===== config.mk =====
export PLATFORM = sky130hd
export DESIGN_NAME = hilo_muldiv
export DESIGN_NICKNAME = d
export VERILOG_FILES = /design/src/rtl/hilo_muldiv_pkg.sv /design/src/rtl/hilo_muldiv_div_iter_step.sv /design/src/rtl/hilo_muldiv.sv
export SDC_FILE = /design/constraint.sdc
export NUM_CORES = 2
export LEC_CHECK = 0
export CORE_UTILIZATION = 55
export DETAILED_ROUTE_END_ITERATION = 8
export HOLD_SLACK_MARGIN = 0.12
export PLACE_DENSITY_LB_ADDON = 0.1
export SETUP_SLACK_MARGIN = 0.3
export SLEW_MARGIN = 10
export SYNTH_ARGS = -nofsm -noshare
export SYNTH_HDL_FRONTEND = slang
export SYNTH_SLANG_ARGS = --single-unit
export TNS_END_PERCENT = 100

===== constraint.sdc =====
create_clock -name clk -period 10.85 [get_ports clk]
set_clock_uncertainty 0.15 [all_clocks]
set_input_delay 2.17 -clock clk [delete_from_list [all_inputs] [get_ports clk]]
set_output_delay 2.17 -clock clk [all_outputs]
set_load 0.02 [all_outputs]

===== src/rtl/hilo_muldiv_pkg.sv =====
// Shared CPU definitions for the HI/LO multiply-divide unit.
package hilo_muldiv_pkg;

  localparam int CPU_XLEN = 32;
  localparam int DIV_ITER = CPU_XLEN;

  typedef enum logic [1:0] {
    OP_MULT  = 2'b00,
    OP_MULTU = 2'b01,
    OP_DIV   = 2'b10,
    OP_DIVU  = 2'b11
  } op_e;

  typedef enum logic [1:0] {
    IDLE = 2'b00,
    MUL  = 2'b01,
    DIV  = 2'b10,
    DONE = 2'b11
  } state_e;

endpackage


===== src/rtl/hilo_muldiv_div_iter_step.sv =====
// One restoring-division step: shift the next dividend bit into the
// remainder, trial-subtract the divisor, and emit one quotient bit.
module div_iter_step #(
  parameter int DATA_W = 32
) (
  input  logic [DATA_W-1:0] rem_in,
  input  logic [DATA_W-1:0] quo_in,
  input  logic [DATA_W-1:0] divisor,
  output logic [DATA_W-1:0] rem_out,
  output logic [DATA_W-1:0] quo_out
);

  logic [DATA_W:0]   shifted_s;
  logic [DATA_W-1:0] diff_s;
  logic              fits_s;

  assign shifted_s = {rem_in, quo_in[DATA_W-1]};
  // Modular difference is exact whenever the divisor fits.
  assign diff_s    = shifted_s[DATA_W-1:0] - divisor;
  assign fits_s    = (shifted_s >= {1'b0, divisor});

  // Keep the difference and set the quotient bit only when the subtract succeeds.
  always_comb begin
    rem_out = shifted_s[DATA_W-1:0];
    quo_out = {quo_in[DATA_W-2:0], 1'b0};
    if (fits_s) begin
      rem_out = diff_s;
      quo_out = {quo_in[DATA_W-2:0], 1'b1};
    end else begin
      rem_out = shifted_s[DATA_W-1:0];
      quo_out = {quo_in[DATA_W-2:0], 1'b0};
    end
  end

endmodule


===== src/rtl/hilo_muldiv.sv =====
// HI/LO multiply/divide unit: single-cycle MULT/MULTU and a radix-2
// restoring DIV/DIVU that iterates one quotient bit per cycle.
module hilo_muldiv
  import hilo_muldiv_pkg::*;
#(
  parameter int DATA_W = CPU_XLEN
) (
  input  logic                  clk,
  input  logic                  rst,
  input  logic                  start,
  input  logic [1:0]            op,
  input  logic [DATA_W-1:0]     src_a,
  input  logic [DATA_W-1:0]     src_b,
  input  logic                  flush,
  output logic                  busy,
  output logic                  hl_write_enable,
  output logic [2*DATA_W-1:0]   hl_data
);

  localparam int CNT_W = $clog2(DATA_W) + 1;
  localparam logic [CNT_W-1:0] LAST_CNT = CNT_W'(DATA_W - 1);
  localparam logic [CNT_W-1:0] CNT_ONE  = CNT_W'(32'd1);

  state_e              state_r, next_state_s;
  op_e                 op_r;
  logic [DATA_W-1:0]   a_r, b_r, rem_r, quo_r, dvsr_r;
  logic                neg_quo_r, neg_rem_r;
  logic [CNT_W-1:0]    cnt_r;
  logic                accept_s, load_hl_s, is_div_s;
  logic [2*DATA_W-1:0] hl_next_s, mul_a_s, mul_b_s, prod_s;
  logic [DATA_W-1:0]   step_rem_s, step_quo_s, quo_fin_s, rem_fin_s;

  function automatic logic [DATA_W-1:0] magnitude(input logic [DATA_W-1:0] v,
                                                  input logic sgn);
    return (sgn && v[DATA_W-1]) ? ({DATA_W{1'b0}} - v) : v;
  endfunction

  div_iter_step #(.DATA_W(DATA_W)) u_step (
    .rem_in  (rem_r),
    .quo_in  (quo_r),
    .divisor (dvsr_r),
    .rem_out (step_rem_s),
    .quo_out (step_quo_s)
  );

  // Sign-extend for MULT so a truncated unsigned product gives the signed result.
  assign mul_a_s   = {{DATA_W{(op_r == OP_MULT) & a_r[DATA_W-1]}}, a_r};
  assign mul_b_s   = {{DATA_W{(op_r == OP_MULT) & b_r[DATA_W-1]}}, b_r};
  assign prod_s    = mul_a_s * mul_b_s;
  assign quo_fin_s = neg_quo_r ? ({DATA_W{1'b0}} - step_quo_s) : step_quo_s;
  assign rem_fin_s = neg_rem_r ? ({DATA_W{1'b0}} - step_rem_s) : step_rem_s;
  assign is_div_s  = (op == OP_DIV);

  assign busy            = (state_r != IDLE);
  assign hl_write_enable = (state_r == DONE) & ~flush;

  // Next-state decode plus the HI/LO load decision on entry to DONE.
  always_comb begin
    next_state_s = state_r;
    accept_s     = 1'b0;
    load_hl_s    = 1'b0;
    hl_next_s    = hl_data;
    case (state_r)
      IDLE: begin
        if (start && !flush) begin
          accept_s     = 1'b1;
          next_state_s = op[1] ? DIV : MUL;
        end else begin
          next_state_s = IDLE;
        end
      end
      MUL: begin
        if (flush) begin
          next_state_s = IDLE;
        end else begin
          next_state_s = DONE;
          load_hl_s    = 1'b1;
          hl_next_s    = prod_s;
        end
      end
      DIV: begin
        if (flush) begin
          next_state_s = IDLE;
        end else if (b_r == {DATA_W{1'b0}}) begin
          next_state_s = DONE;
          load_hl_s    = 1'b1;
          hl_next_s    = {a_r, {DATA_W{1'b1}}};
        end else if (cnt_r == LAST_CNT) begin
          next_state_s = DONE;
          load_hl_s    = 1'b1;
          hl_next_s    = {rem_fin_s, quo_fin_s};
        end else begin
          next_state_s = DIV;
        end
      end
      DONE:    next_state_s = IDLE;
      default: next_state_s = IDLE;
    endcase
  end

  // FSM state register.
  always_ff @(posedge clk) begin
    if (rst) begin
      state_r <= IDLE;
    end else begin
      state_r <= next_state_s;
    end
  end

  // Operand capture, division iteration and the registered HI/LO result.
  always_ff @(posedge clk) begin
    if (rst) begin
      op_r      <= OP_MULT;
      a_r       <= {DATA_W{1'b0}};
      b_r       <= {DATA_W{1'b0}};
      rem_r     <= {DATA_W{1'b0}};
      quo_r     <= {DATA_W{1'b0}};
      dvsr_r    <= {DATA_W{1'b0}};
      neg_quo_r <= 1'b0;
      neg_rem_r <= 1'b0;
      cnt_r     <= {CNT_W{1'b0}};
      hl_data   <= {2*DATA_W{1'b0}};
    end else begin
      if (load_hl_s) begin
        hl_data <= hl_next_s;
      end
      if (accept_s) begin
        op_r      <= op_e'(op);
        a_r       <= src_a;
        b_r       <= src_b;
        rem_r     <= {DATA_W{1'b0}};
        quo_r     <= magnitude(src_a, is_div_s);
        dvsr_r    <= magnitude(src_b, is_div_s);
        neg_quo_r <= is_div_s & (src_a[DATA_W-1] ^ src_b[DATA_W-1]);
        neg_rem_r <= is_div_s & src_a[DATA_W-1];
        cnt_r     <= {CNT_W{1'b0}};
      end else if (state_r == DIV && !flush) begin
        rem_r <= step_rem_s;
        quo_r <= step_quo_s;
        if (cnt_r != LAST_CNT) begin
          cnt_r <= cnt_r + CNT_ONE;
        end
      end
    end
  end

endmodule


Yosys cells after proc, flatten, opt, wreduce, memory -nomap -nowiden

Cells that the tools add are included.

Output and inout bits: 66
Register bits after elaboration: 236
Word-level logic and storage cells: 76
Input bits: 70

$add $sub $neg: 6
Mux-type cells: 27
Multipliers: 1
Reductions and logical operators: 14
$lt $le $gt $ge: 1
Bitwise logic cells: 7
Eq/ne operators: 9

Operator list:

| operator              | count |
|---|---|
| $mux 64               | 4 |
| $mux 32               | 7 |
| $pmux 64 s2           | 1 |
| $sub 1x32->32 const A | 4 |
| $mul 33x33->64        | 1 |
| $ge 33x32->1          | 1 |
| $logic_not 32->1      | 1 |
| $sub 32x32->32        | 1 |
| $mux 1                | 9 |
| $mux 2                | 4 |
| $pmux 2 s4            | 1 |
| $add 6x1->6 const B   | 1 |
| $eq 2x2->1 const B    | 3 |
| $eq 6x5->1 const B    | 1 |
| $ne 6x5->1 const B    | 1 |
| $reduce_bool 2->1     | 3 |
| $and 1x1->1           | 5 |
| $reduce_and 5->1      | 1 |
| $logic_and 1x1->1     | 4 |
| $logic_not 2->1       | 2 |
| $ne 2x2->1 const B    | 2 |
| $ne 3x3->1 const B    | 1 |
| $eq 2x1->1 const B    | 1 |
| $pmux 1 s2            | 1 |
| other kinds (5)       | 5 |

Logic depth before layout (Yosys ltp)

Depth in word-level cells: 8
Gate-level depth with buffers: 33

Hierarchy

From an unflattened synthesis, not the netlist that was laid out.

Cells, all modules: 6271
Area total of the unflattened synthesis: 52725.6 µm²

By module, submodules not included:

| module        | cells each | instances | area an instance (µm²) |
|---|---|---|---|
| hilo_muldiv   | 5916       | 1         | 50154.4 |
| div_iter_step | 355        | 1         | 2571.2 |

Least setup slack after synthesis

No wires, ideal clock.

Path type: register to register
From: register a_r[31]
To: register hl_data[63]
Stages on the path, launching flop included: 34
Library setup time: 87 ps
Period minus slack after synthesis: 8516 ps
Setup slack: 2334 ps
Arrival: 8279 ps
Required time: 10613 ps
Path through: dfxtp_1 -> clkbuf_1 -> and2_1 -> clkbuf_1 -> nand2_1 -> inv_1 -> fa_1 -> inv_1 -> fa_1 -> inv_1 -> fa_1 -> fa_1 -> inv_1 -> fa_1 -> inv_1 -> fa_1 -> inv_1 -> fa_1 -> fa_1 -> inv_1 -> ha_1 -> clkbuf_1 -> and3_1 -> nand2_1 -> nor3_1 -> nor4bb_1 -> a21oi_1 -> o31ai_1 -> a21oi_1 -> o21ai_0 -> o21ai_0 -> xnor2_1 -> nor2_1 -> o31ai_1

Word-level cells in the longest chain between the ends: 4

RTL lines:

| what                   | RTL line           | text |
|---|---|---|
| from (decl)            | hilo_muldiv.sv:26  | `logic [DATA_W-1:0] a_r, b_r, rem_r, quo_r, dvsr_r;` |
| from (signal assigned) | hilo_muldiv.sv:114 | `a_r <= {DATA_W{1'b0}};` |
| from (signal assigned) | hilo_muldiv.sv:129 | `a_r <= src_a;` |
| $and 1x1->1            | hilo_muldiv.sv:47  | `assign mul_a_s = {{DATA_W{(op_r == OP_MULT) & a_r[DATA_W-1]}}, a_r};` |
| $mul 33x33->64         | hilo_muldiv.sv:49  | `assign prod_s = mul_a_s * mul_b_s;` |
| $mux 64                | hilo_muldiv.sv:73  | `if (flush) begin` |
| $pmux 64 s2 *          | hilo_muldiv.sv:63  | `case (state_r)` |
| to (signal assigned)   | hilo_muldiv.sv:122 | `hl_data <= {2*DATA_W{1'b0}};` |
| to (signal assigned)   | hilo_muldiv.sv:125 | `hl_data <= hl_next_s;` |
| to (decl)              | hilo_muldiv.sv:17  | `output logic [2*DATA_W-1:0] hl_data` |

Every way passes the cells marked *; elsewhere a longest branch is shown, timed or not. The select of a mux whose other input is x is not followed.
A chain may end at the register's enable or synchronous reset.

Worst setup path after layout

From: register op_r[1]
To: register hl_data[63]

Word-level cells in the longest chain between the ends: 5

RTL lines:

| what                           | RTL line                             | text |
|---|---|---|
| from (decl)                    | hilo_muldiv.sv:25                    | `op_e op_r;` |
| from (signal assigned)         | hilo_muldiv.sv:128                   | `op_r <= op_e'(op);` |
| $logic_not 2->1 *              | hilo_muldiv.sv:47, hilo_muldiv.sv:48 |  |
| $and 1x1->1 (on tied branches) | hilo_muldiv.sv:47, hilo_muldiv.sv:48 |  |
| $mul 33x33->64 *               | hilo_muldiv.sv:49                    |  |
| $mux 64 *                      | hilo_muldiv.sv:73                    |  |
| $pmux 64 s2 *                  | hilo_muldiv.sv:63                    |  |

Marked as above.

==> impl_metrics.prom <==
# TYPE chip_impl_metric gauge
chip_impl_info{name="master_cell_of_the_clock_root_buffer",value="clkbuf_16"} 1
chip_impl_metric{name="totalWireLength",unit="microns"} 159900
chip_impl_metric{name="cts_max_level",unit=""} 1
chip_impl_metric{name="track_usage",unit="%"} 33.82
chip_impl_metric{name="synth.ff_latch_count",unit=""} 235
chip_impl_info{name="timing.critical_path.mode_cell",value="fa_1"} 1
chip_impl_metric{name="grt_pass1_wl",unit="microns"} 252700
chip_impl_metric{name="total_leakage_power",unit="nW"} 25.22
chip_impl_metric{name="post_synthesis_share_of_cell_area_spent_on_full_adders_half_adders_and_majority_gates",unit="%"} 48.92
chip_impl_metric{name="clkSlewWorstSetupHoldPaths",unit="ns"} 0.08
chip_impl_metric{name="critPathArrivalTime",unit="ns"} 10.16
chip_impl_metric{name="synth_enable_flop_cells",unit=""} 0
chip_impl_metric{name="routed_wire_length_per_instance",unit="microns"} 21.45
chip_impl_info{name="worst_path_dominant_cell_family",value="adder cells"} 1
chip_impl_metric{name="fin_crit_sh",unit="%"} 90.69
chip_impl_info{name="run_status",value="completed"} 1
chip_impl_metric{name="maximum_number_of_pins_on_one_net_before_global_route_repair",unit=""} 79
chip_impl_metric{name="finalHoldViolCount",unit=""} 0
chip_impl_metric{name="die_height",unit="microns"} 311.2
chip_impl_metric{name="period_minus_slack",unit="ns"} 9.840
chip_impl_metric{name="sum_of_buffers_and_inverters_on_the_critical_path",unit=""} 8
chip_impl_metric{name="grt_pass1_vias",unit=""} 43460
chip_impl_metric{name="place.port_buffers",unit=""} 135
chip_impl_info{name="crit_path_slowest_cell",value="fa_1"} 1
chip_impl_metric{name="post_route_cells_drive_above_1_share",unit="%"} 3.426
chip_impl_metric{name="total_iterations_of_the_first_detailed_routing_run",unit=""} 6
chip_impl_metric{name="nets",unit=""} 7619
chip_impl_info{name="rsz0062_at_grt",value="false"} 1
chip_impl_metric{name="postCtsSetupRepairBufs",unit=""} 0
chip_impl_metric{name="synth_seq_area_share",unit="%"} 8.948
chip_impl_metric{name="initial_utilization",unit="%"} 55.42
chip_impl_info{name="critical_path_class",value="flip-flop to flip-flop"} 1
chip_impl_metric{name="critical_path_required",unit="ns"} 11.17
chip_impl_info{name="worstHoldPathType",value="flip-flop to flip-flop"} 1
chip_impl_metric{name="async_flop_share",unit="%"} 0
chip_impl_metric{name="antenna_found_initial",unit=""} 0
chip_impl_metric{name="drtAntennaViolNets",unit=""} 0
chip_impl_metric{name="vias",unit=""} 42170
chip_impl_metric{name="globalRouteOverflowTotal",unit=""} 0
chip_impl_metric{name="die-area",unit="sq um"} 96830
chip_impl_metric{name="worst_pin_slew",unit="ns"} 1.268
chip_impl_info{name="tritoncts",value="done"} 1
chip_impl_metric{name="fin_area",unit="sq um"} 55920
chip_impl_metric{name="synth.yosys.warnings",unit=""} 0
chip_impl_metric{name="synth_simple_gate_area_share",unit="%"} 16.81
chip_impl_metric{name="number_of_cells_produced_by_synthesis",unit=""} 6284
chip_impl_metric{name="cpPeakStageDelay",unit="ns"} 0.84
chip_impl_metric{name="maxSlewViolCount",unit=""} 0
chip_impl_metric{name="ir_worst_vdd",unit="V"} 0.0001505
chip_impl_metric{name="path_max_fanout",unit=""} 21
chip_impl_metric{name="final.setup.tns",unit="ns"} 0
chip_impl_metric{name="drv.max_cap_violation_count",unit=""} 0
chip_impl_metric{name="mappedNetlistNets",unit=""} 7734
chip_impl_metric{name="netlist-cell-type-count",unit=""} 76
chip_impl_metric{name="io_pins",unit=""} 136
chip_impl_metric{name="floorplan.core_area",unit="sq um"} 94870
chip_impl_metric{name="die_w",unit="microns"} 311.2
chip_impl_metric{name="synth.mux.area_fraction",unit="%"} 0.4069
chip_impl_metric{name="numCtsBuffers",unit=""} 26
chip_impl_metric{name="cts_max_path_buffers",unit=""} 3
chip_impl_metric{name="mean_instance_size_in_the_synthesized_netlist",unit="sq um"} 8.367
chip_impl_metric{name="max_clock_freq",unit="MHz"} 101.6
chip_impl_metric{name="synth_compound_area_share",unit="%"} 9.519
chip_impl_info{name="synth_top_family_by_area",value="adder cells"} 1
chip_impl_metric{name="power_density_over_the_cells",unit="nW/um^2"} 63.12
chip_impl_info{name="worst_setup_path_start_kind",value="flip-flop"} 1
chip_impl_metric{name="xor_xnor_share_of_the_synthesized_area",unit="%"} 3.398
chip_impl_metric{name="detailed_place.area",unit="sq um"} 54960
chip_impl_info{name="setup.worst_path.end_class",value="flip-flop"} 1
chip_impl_metric{name="setup_violations",unit=""} 0
chip_impl_metric{name="mappedNetlistArea",unit="sq um"} 52580
chip_impl_info{name="leading_register_cell_type_out_of_synthesis",value="dfxtp_1"} 1
chip_impl_metric{name="rows",unit=""} 113
chip_impl_metric{name="worstSkewPairLatency",unit="ns"} 0.58
chip_impl_metric{name="drc_errors",unit=""} 0
chip_impl_metric{name="clock_sinks",unit=""} 235
chip_impl_metric{name="nFillCells",unit=""} 8723
chip_impl_metric{name="place.gp.congestion",unit=""} 0.9568
chip_impl_metric{name="ctsHoldBuffers",unit=""} 0
chip_impl_metric{name="drtIter0Drc",unit=""} 3124
chip_impl_metric{name="timing.slew.headroom",unit="%"} 15.35
chip_impl_metric{name="area_growth_syn_to_layout",unit="%"} 6.356
chip_impl_metric{name="post_drt_via_cell_ratio",unit=""} 5.657
chip_impl_metric{name="post_cts_resized",unit=""} 0
chip_impl_metric{name="hpwl",unit="microns"} 131100
-- synth_stat cells (14+ instances only) --
master    count  area, sq um
nand2b_1     17        106.4
xnor2_1     127         1112
o21ai_0     130        650.6
o21a_1       15        112.6
a311oi_1     34        297.8
or3_1        22        137.6
a211oi_1     80        600.6
nand2_1    1189         4463
and2_1      265         1658
nor3_1       64        320.3
dfxtp_1     235         4705
mux2i_1      18        180.2
ha_1        254         3178
o31ai_1      34        255.2
nand4_1      21        131.4
a21o_1       37        277.8
o211ai_1     29        217.7
nor2_1      248        930.9
o221ai_1     28        245.2
a31oi_1      23        143.9
inv_1      1267         4756
o41ai_1      14        122.6
and3_1       37        231.5
xor2_1       77        674.4
a21oi_1     263         1316
nor4_1       28        175.2
clkbuf_1    376         1411
nand3_1      39        195.2
fa_1       1126        22540
-- stage by stage --
stage | hold WS, ns | setup WS (ns) | total power (W) | instances | utilization [%]
finish | 0.2895 | 1.010 | 0.003530 | 7454 | 58.94
global route | 0.3157 | 0.3340 | 0.003728 | 7453 | 58.94
CTS | 0.2911 | 1.067 | 0.003522 | 7453 | 58.94
detailed placement | 0.2807 | 1.108 | 0.002501 | 7406 | 57.93
global placement | 0.2749 | 1.245 | 0.002483 | 7406 | 57.93
floorplan | 0.2819 | 2.334 | 0.001985 | 6284 | -
-- flip-flops by register name, indices dropped and copies added (netlist names) --
signal / flops
dvsr_r: 31
neg_rem_r: 1
b_r: 32
rem_r: 32
op_r: 2
state_r: 2
a_r: 32
cnt_r: 6
quo_r: 32
neg_quo_r: 1
hl_data: 64
-- path summary, 6_finish.rpt --
kind	startpoint	endpoint	slack, ns	depth (start not counted)
max reg2reg	op_r[1]$_SDFFE_PP0P_	hl_data[63]$_SDFFE_PP0P_	1.01	32
max	op_r[1]$_SDFFE_PP0P_	hl_data[63]$_SDFFE_PP0P_	1.01	32
min	hl_data[23]$_SDFFE_PP0P_	hl_data[23]$_SDFFE_PP0P_	0.29	2
min reg2reg	hl_data[23]$_SDFFE_PP0P_	hl_data[23]$_SDFFE_PP0P_	0.29	2
-- layout make-up --
class,instances,area (sq um),area share (%)
Clock buffer,35,755.7,1.351
Timing Repair Buffer,262,2306,4.124
Multi-Input combinational cell,4376,41610,74.41
Inverter,1268,4760,8.512
Tap cell,1265,1583,2.830
Sequential cell,235,4705,8.413
Clock inverter,12,197.7,0.3535
Antenna cell,1,2.502,0.004475
-- kinds of logic after synthesis --
| family | count (synthesis) |
|---|---|
| buf+inv | 1673 |
| flops | 235 |
| mux | 21 |
| fa+ha+maj | 1380 |
| compound gates | 778 |
| simple gates | 1993 |
| xor+xnor | 204 |
-- worst min-delay path: cells and delay by family, from the launching register on --
family | cells | cell delay (ns)
DFF | 1 | 0.31
and+or+nand+nor | 2 | 0.09
-- where the power goes --
part | switching [W] | leakage, nW | internal [W]
clock | 0.000424 | 0.464 | 0.000608
sequential | 0.0000680 | 1.91 | 0.000895
combinational | 0.000995 | 22.8 | 0.000539
total | 0.00149 | 25.2 | 0.00204
-- layer usage --
layer / GRT usage [%] / routed length [microns] / up-vias
met4: 12.94 / 7248 / 0
met2: 57.91 / 79430 / 1418
met3: 3.812 / 9222 / 284
met5: 0 / 0 / -
met1: 44.05 / 63990 / 21600
li1: - / - / 18870
-- cells in the final DEF (no fill, tap or decap), types with 80 or more instances in the layout --
cell type	instances
nand2_1	1189
buf_4	127
ha_1	253
xnor2_1	127
a21oi_1	263
nor2_1	245
clkdlybuf4s50_1	134
o21ai_0	130
a211oi_1	80
and2_1	265
fa_1	1126
inv_1	1267
dfxtp_1	235
(Power assumes the default switching activity.)
